## src/rtl/door_lock_pkg.sv

```systemverilog
// rtl/door_lock_pkg.sv - state encoding, key constants and helpers for the door lock
package door_lock_pkg;

   localparam logic [2:0] STATE_LOCKED = 3'b000;
   localparam logic [2:0] STATE_DIG1   = 3'b001;
   localparam logic [2:0] STATE_DIG2   = 3'b010;
   localparam logic [2:0] STATE_DIG3   = 3'b011;
   localparam logic [2:0] STATE_OPEN   = 3'b100;
   localparam logic [2:0] STATE_ERROR  = 3'b101;

   localparam logic [3:0] KEY_CLEAR = 4'hA;

   typedef enum logic [2:0] {
      ST_LOCKED = STATE_LOCKED,
      ST_DIG1   = STATE_DIG1,
      ST_DIG2   = STATE_DIG2,
      ST_DIG3   = STATE_DIG3,
      ST_OPEN   = STATE_OPEN,
      ST_ERROR  = STATE_ERROR
   } lock_state_e;

   function automatic int unsigned max_u(input int unsigned a, input int unsigned b);
      return (a > b) ? a : b;
   endfunction

   // Digit index 0 is the first digit entered (most significant nibble).
   function automatic logic [3:0] code_nibble(input logic [15:0] code, input logic [1:0] idx);
      logic [3:0] nib;
      case (idx)
         2'd0:    nib = code[15:12];
         2'd1:    nib = code[11:8];
         2'd2:    nib = code[7:4];
         default: nib = code[3:0];
      endcase
      return nib;
   endfunction

endpackage

```

## src/rtl/door_lock_fsm_lock_timer.sv

```systemverilog
// rtl/door_lock_fsm_lock_timer.sv - loadable down-counter shared by all lock windows
module lock_timer #(
   parameter int unsigned W = 8
) (
   input  logic         i_clk,
   input  logic         i_rst,
   input  logic         i_load,
   input  logic [W-1:0] i_load_val,
   output logic         o_expired
);

   logic [W-1:0] count_q;

   // Loaded with (window - 1); expiry is seen on the edge that ends the window.
   always_ff @(posedge i_clk) begin
      if (i_rst) begin
         count_q <= '0;
      end else if (i_load) begin
         count_q <= i_load_val;
      end else if (count_q != '0) begin
         count_q <= count_q - 1'b1;
      end
   end

   assign o_expired = (count_q == '0);

endmodule

```

## src/rtl/door_lock_fsm.sv

```systemverilog
// rtl/door_lock_fsm.sv - keypad code check, open/error windows and lockout control
module door_lock_fsm
   import door_lock_pkg::*;
#(
   parameter logic [15:0] CODE           = 16'h1234,
   parameter int unsigned OPEN_CYCLES    = 50_000_000,
   parameter int unsigned ERR_CYCLES     = 25_000_000,
   parameter int unsigned LOCKOUT_CYCLES = 250_000_000,
   parameter int unsigned MAX_FAILS      = 3,
   parameter int unsigned ENTRY_TIMEOUT  = 100_000_000
) (
   input  logic       i_clk,
   input  logic       i_rst,
   input  logic       i_key_valid,
   input  logic [3:0] i_key,
   input  logic       i_relock,
   output logic [2:0] o_state,
   output logic       o_unlock,
   output logic       o_alarm
);

   localparam int unsigned MAX_CYC = max_u(max_u(OPEN_CYCLES, ERR_CYCLES),
                                           max_u(LOCKOUT_CYCLES, ENTRY_TIMEOUT));
   localparam int unsigned TW   = $clog2(MAX_CYC);
   localparam int unsigned FC_W = $clog2(MAX_FAILS + 1);

   localparam logic [TW-1:0]   OPEN_V  = TW'(OPEN_CYCLES - 1);
   localparam logic [TW-1:0]   ERR_V   = TW'(ERR_CYCLES - 1);
   localparam logic [TW-1:0]   LOCK_V  = TW'(LOCKOUT_CYCLES - 1);
   localparam logic [TW-1:0]   ENTRY_V = TW'(ENTRY_TIMEOUT - 1);
   localparam logic [FC_W-1:0] MAX_F   = FC_W'(MAX_FAILS);

   lock_state_e     state_q;
   logic [FC_W-1:0] fail_q;
   logic [FC_W-1:0] fail_d;
   logic            mism_q;
   logic            mism_d;
   logic            unlock_q;
   logic            alarm_q;
   logic            is_clear;
   logic            in_entry;
   logic            lockout_d;
   logic            tmr_load;
   logic [TW-1:0]   tmr_val;
   logic            tmr_expired;

   always_comb begin
      is_clear  = (i_key >= KEY_CLEAR);
      in_entry  = state_q inside {ST_LOCKED, ST_DIG1, ST_DIG2, ST_DIG3};
      mism_d    = mism_q | (i_key != code_nibble(CODE, state_q[1:0]));
      fail_d    = (fail_q >= MAX_F) ? MAX_F : fail_q + 1'b1;
      lockout_d = (fail_d == MAX_F);
      tmr_load  = i_key_valid && !is_clear && in_entry;
      tmr_val   = ENTRY_V;
      if (state_q == ST_DIG3) begin
         tmr_val = !mism_d ? OPEN_V : (lockout_d ? LOCK_V : ERR_V);
      end
   end

   lock_timer #(.W(TW)) u_timer (
      .i_clk      (i_clk),
      .i_rst      (i_rst),
      .i_load     (tmr_load),
      .i_load_val (tmr_val),
      .o_expired  (tmr_expired)
   );

   always_ff @(posedge i_clk) begin
      if (i_rst) begin
         state_q  <= ST_LOCKED;
         fail_q   <= '0;
         mism_q   <= 1'b0;
         unlock_q <= 1'b0;
         alarm_q  <= 1'b0;
      end else begin
         case (state_q)
            ST_LOCKED, ST_DIG1, ST_DIG2: begin
               if (i_key_valid) begin
                  if (is_clear) begin
                     state_q <= ST_LOCKED;
                     mism_q  <= 1'b0;
                  end else begin
                     state_q <= lock_state_e'(state_q + 3'd1);
                     mism_q  <= mism_d;
                  end
               end else if (state_q != ST_LOCKED && tmr_expired) begin
                  state_q <= ST_LOCKED;
                  mism_q  <= 1'b0;
               end
            end
            ST_DIG3: begin
               if (i_key_valid) begin
                  mism_q <= 1'b0;
                  if (is_clear) begin
                     state_q <= ST_LOCKED;
                  end else if (mism_d) begin
                     state_q <= ST_ERROR;
                     fail_q  <= fail_d;
                     alarm_q <= lockout_d;
                  end else begin
                     state_q  <= ST_OPEN;
                     fail_q   <= '0;
                     unlock_q <= 1'b1;
                  end
               end else if (tmr_expired) begin
                  state_q <= ST_LOCKED;
                  mism_q  <= 1'b0;
               end
            end
            ST_OPEN: begin
               if (i_relock || tmr_expired) begin
                  state_q  <= ST_LOCKED;
                  unlock_q <= 1'b0;
               end
            end
            ST_ERROR: begin
               if (tmr_expired) begin
                  state_q <= ST_LOCKED;
                  alarm_q <= 1'b0;
                  if (alarm_q) fail_q <= '0;
               end
            end
            default: begin
               state_q  <= ST_LOCKED;
               mism_q   <= 1'b0;
               unlock_q <= 1'b0;
               alarm_q  <= 1'b0;
            end
         endcase
      end
   end

   assign o_state  = state_q;
   assign o_unlock = unlock_q;
   assign o_alarm  = alarm_q;

endmodule

```

## config.mk

```make
export PLATFORM = sky130hd
export DESIGN_NAME = door_lock_fsm
export DESIGN_NICKNAME = d
export VERILOG_FILES = /design/src/rtl/door_lock_pkg.sv /design/src/rtl/door_lock_fsm_lock_timer.sv /design/src/rtl/door_lock_fsm.sv
export SDC_FILE = /design/constraint.sdc
export NUM_CORES = 1
export LEC_CHECK = 0
export BUFFER_PORTS_ARGS = -buffer_cell sky130_fd_sc_hd__clkbuf_2
export CORE_MARGIN = 1.5
export CORE_UTILIZATION = 45
export CTS_BUF_LIST = sky130_fd_sc_hd__clkbuf_4 sky130_fd_sc_hd__clkbuf_8
export DETAILED_ROUTE_END_ITERATION = 8
export PLACE_DENSITY = 0.69
export SYNTH_ARGS = -nofsm -noshare
export SYNTH_HDL_FRONTEND = slang
export SYNTH_HIERARCHICAL = 1
export SYNTH_SLANG_ARGS = --single-unit
```

## constraint.sdc

```tcl
create_clock -name i_clk -period 2.7 [get_ports i_clk]
set_clock_uncertainty 0.05 [all_clocks]
set_input_delay 0.405 -clock i_clk [delete_from_list [all_inputs] [get_ports i_clk]]
set_output_delay 0.405 -clock i_clk [all_outputs]
set_load 0.02 [all_outputs]
```

==> results.cfg <==
[status]
outcome = finished clean

[synthesis]
synth_seq_cells = 36
synth.most_common_cell = dfxtp_1
synth_top_area_cell = dfxtp_1
synthArstFlopShare_pct = 0
synth-warning-count = 6
synthFlopType = dfxtp_1
netlist_instances = 294
yosys.area.top_type_share_pct = 30.3
syn_area_per_cell_um2 = 8.08
synth_commonest_cells = 36 x dfxtp_1, 30 x nand2_1, 20 x nor2_1
synth_edf_count = 0
syn-cell-area_mm2 = 0.00237
ys_seq_area_share_pct = 30.3
synth_cell_types = 60
yosys-top-cells-area = dfxtp_1 30%, xnor2_1 6.6%, nand2_1 4.7%

[routing]
postRouteAntennaNets = 0
firstDrtPassIters = 5
drt_iter0_drc = 122
drc = 0
wl_per_cell_um = 14.0
vias = 2159
drt-vias-per-instance = 5.54
drt_wl_total_mm = 5.45

[setup_path]
worst_setup_path_start_kind = flop
critPathMaxStageDelay_ns = 0.48
cp_slowest_cell = nor4b_4
critPathBufInv = 0
worst-setup-path-type = reg -> reg
arrival_ns = 2.61
path_cells = nor4_2 > nand2_2 > nor4b_4 > and4bb_1 > a221oi_2 > o21ai_0 > a32oi_1 > nor2_1
crit_fanout = 7
rrSetupSlack_ns = 0.22
required_ns = 2.83
crit_path_end_kind = flop
cp_top_family = simple AND/OR/NAND/NOR gates

[clock_tree]
insertion_delay_ns = 0.30
clock-sinks = 36
postCtsHoldBufs = 0
htreeDepth = 2
cts_tree = done
ctsResizeCount = 0
cts_root_buf = clkbuf_8
cts_setup_buffers = 0
cts_made_buffers = 5
ctsLongestPathBuffers = 2
clkTransAtPathRegs_ns = 0.08

[final_layout]
multi_input_area_mm2 = 0.00156
drive_gt1_share_pct = 17.8
final-seq-area_um2 = 721
final_area_mm2 = 0.00269
fin_cells = 390
fill_cells = 499
area_delta_synth_final_pct = 13.2
fin_nets = 334
diodes = 0

[timing]
finalSetupViolCount = 0
slew_viol_final = 0
fmax_mhz = 403
final.setup.tns_ns = 0
finalCriticalPeriod_ns = 2.48
finalHoldViolations = 0
post-route-period-util_pct = 92.0
rsz0062_at_grt = no

[global_routing]
grt_antenna_before_repair = 0
grt_pass1_vias = 1891
grt_util_all_layers_pct = 20.9
grt_max_degree = 25
overflow = 0
grt_pass1_wl_mm = 9.04

[place]
placed_cell_area_mm2 = 0.00257
finalWeightedCongestion = 0.909
numPlacedInstances = 382
io_buffers = 12
dp_hpwl_mm = 3.84

[power_and_ir_drop]
ir_drop_v = 0.000390
power_leakage_nw = 1.01
p_per_area_mw_per_mm2 = 613

[die]
die_width_um = 75.6
io_pins = 13
start_util_pct = 46.5
die_h_um = 75.6
rows = 26
fp.dieArea_mm2 = 0.00572
core_area_mm2 = 0.00511

[run]
maxCapViolCount = 0

[worst_hold_path]
worstHoldPathType = in -> reg
## layout by cell type (no fill, tap or decap), types with 5 or more instances in the layout
master | synthesis | routed
a21oi_1 | 13 | 13
buf_4 | 2 | 11
clkbuf_2 | 1 | 12
clkbuf_8 | 0 | 5
conb_1 | 2 | 11
dfxtp_1 | 36 | 36
ha_1 | 7 | 7
inv_1 | 15 | 15
nand2_1 | 30 | 30
nand3_1 | 8 | 8
nand4_1 | 5 | 5
nor2_1 | 20 | 20
nor3_1 | 19 | 19
o21ai_0 | 12 | 12
o21ai_1 | 9 | 9
or3_1 | 10 | 10
xnor2_1 | 18 | 18
## where the power goes
group | internal, mW | total (mW) | switching [mW]
Sequential | 0.588 | 0.655 | 0.0662
Combinational | 0.221 | 0.509 | 0.288
Clock | 0.273 | 0.486 | 0.213
## state kept, by name, indices dropped and copies added (netlist names)
| name | flops |
|---|---|
| o_unlock | 1 |
| mism_q | 1 |
| o_alarm | 1 |
| o_state | 3 |
| u_timer/count_q | 28 |
| fail_q | 2 |
## stage by stage
stage	worst slack (ns)	power, mW	hold WS [ns]	utilization [%]
floorplan	0.178	1.05	0.400	-
global placement	0.143	1.15	0.416	50.2
detailed placement	0.159	1.16	0.418	50.2
CTS	0.123	1.65	0.404	52.4
global route	0.0371	1.75	0.434	52.6
finish	0.216	1.65	0.418	52.6
## final timing paths
check / from / cells after the start / endpoint
max reg2reg: u_timer/count_q[2] / 8 / o_state[1]
min: i_rst / 3 / u_timer/count_q[0]
max: u_timer/count_q[2] / 8 / o_state[1]
min reg2reg: fail_q[0] / 2 / fail_q[0]
## cell families (layout without fill, tap and decap cells)
kind of cell    Yosys count  in the layout  share of synthesized area [%]
flops                    36             36                           30.3
compound gates           71             71                           21.4
buf+inv                  31             48                           5.74
other cells               2             11                          0.316
xor+xnor                 21             21                           7.75
simple gates            126            126                           30.8
fa+ha+maj                 7              7                           3.69
## worst min-delay path, cell delays in order
cell,delay [ns]
clkbuf_2,0.12
or2_2,0.13
o22ai_1,0.06
## metal layers
| metal | vias up | track usage (%) | routed length [um] |
|---|---|---|---|
| li1 | 1109 | - | - |
| met1 | 1003 | 30.0 | 2620 |
| met2 | 45 | 31.6 | 2560 |
| met3 | 2 | 4.76 | 238 |
| met4 | 0 | 5.75 | 27 |
| met5 | - | 0 | 0 |
## cell type report
type                    count  share of cell area [%]
multi-input cells         236                    58.1
inverters                  17                    2.37
repair buffers             23                    5.30
clock buffers               5                    2.56
flip-flops and latches     36                    26.8
clock inverters             3                    1.58
well taps                  70                    3.26
No activity file was read; power rests on OpenSTA's default activity.
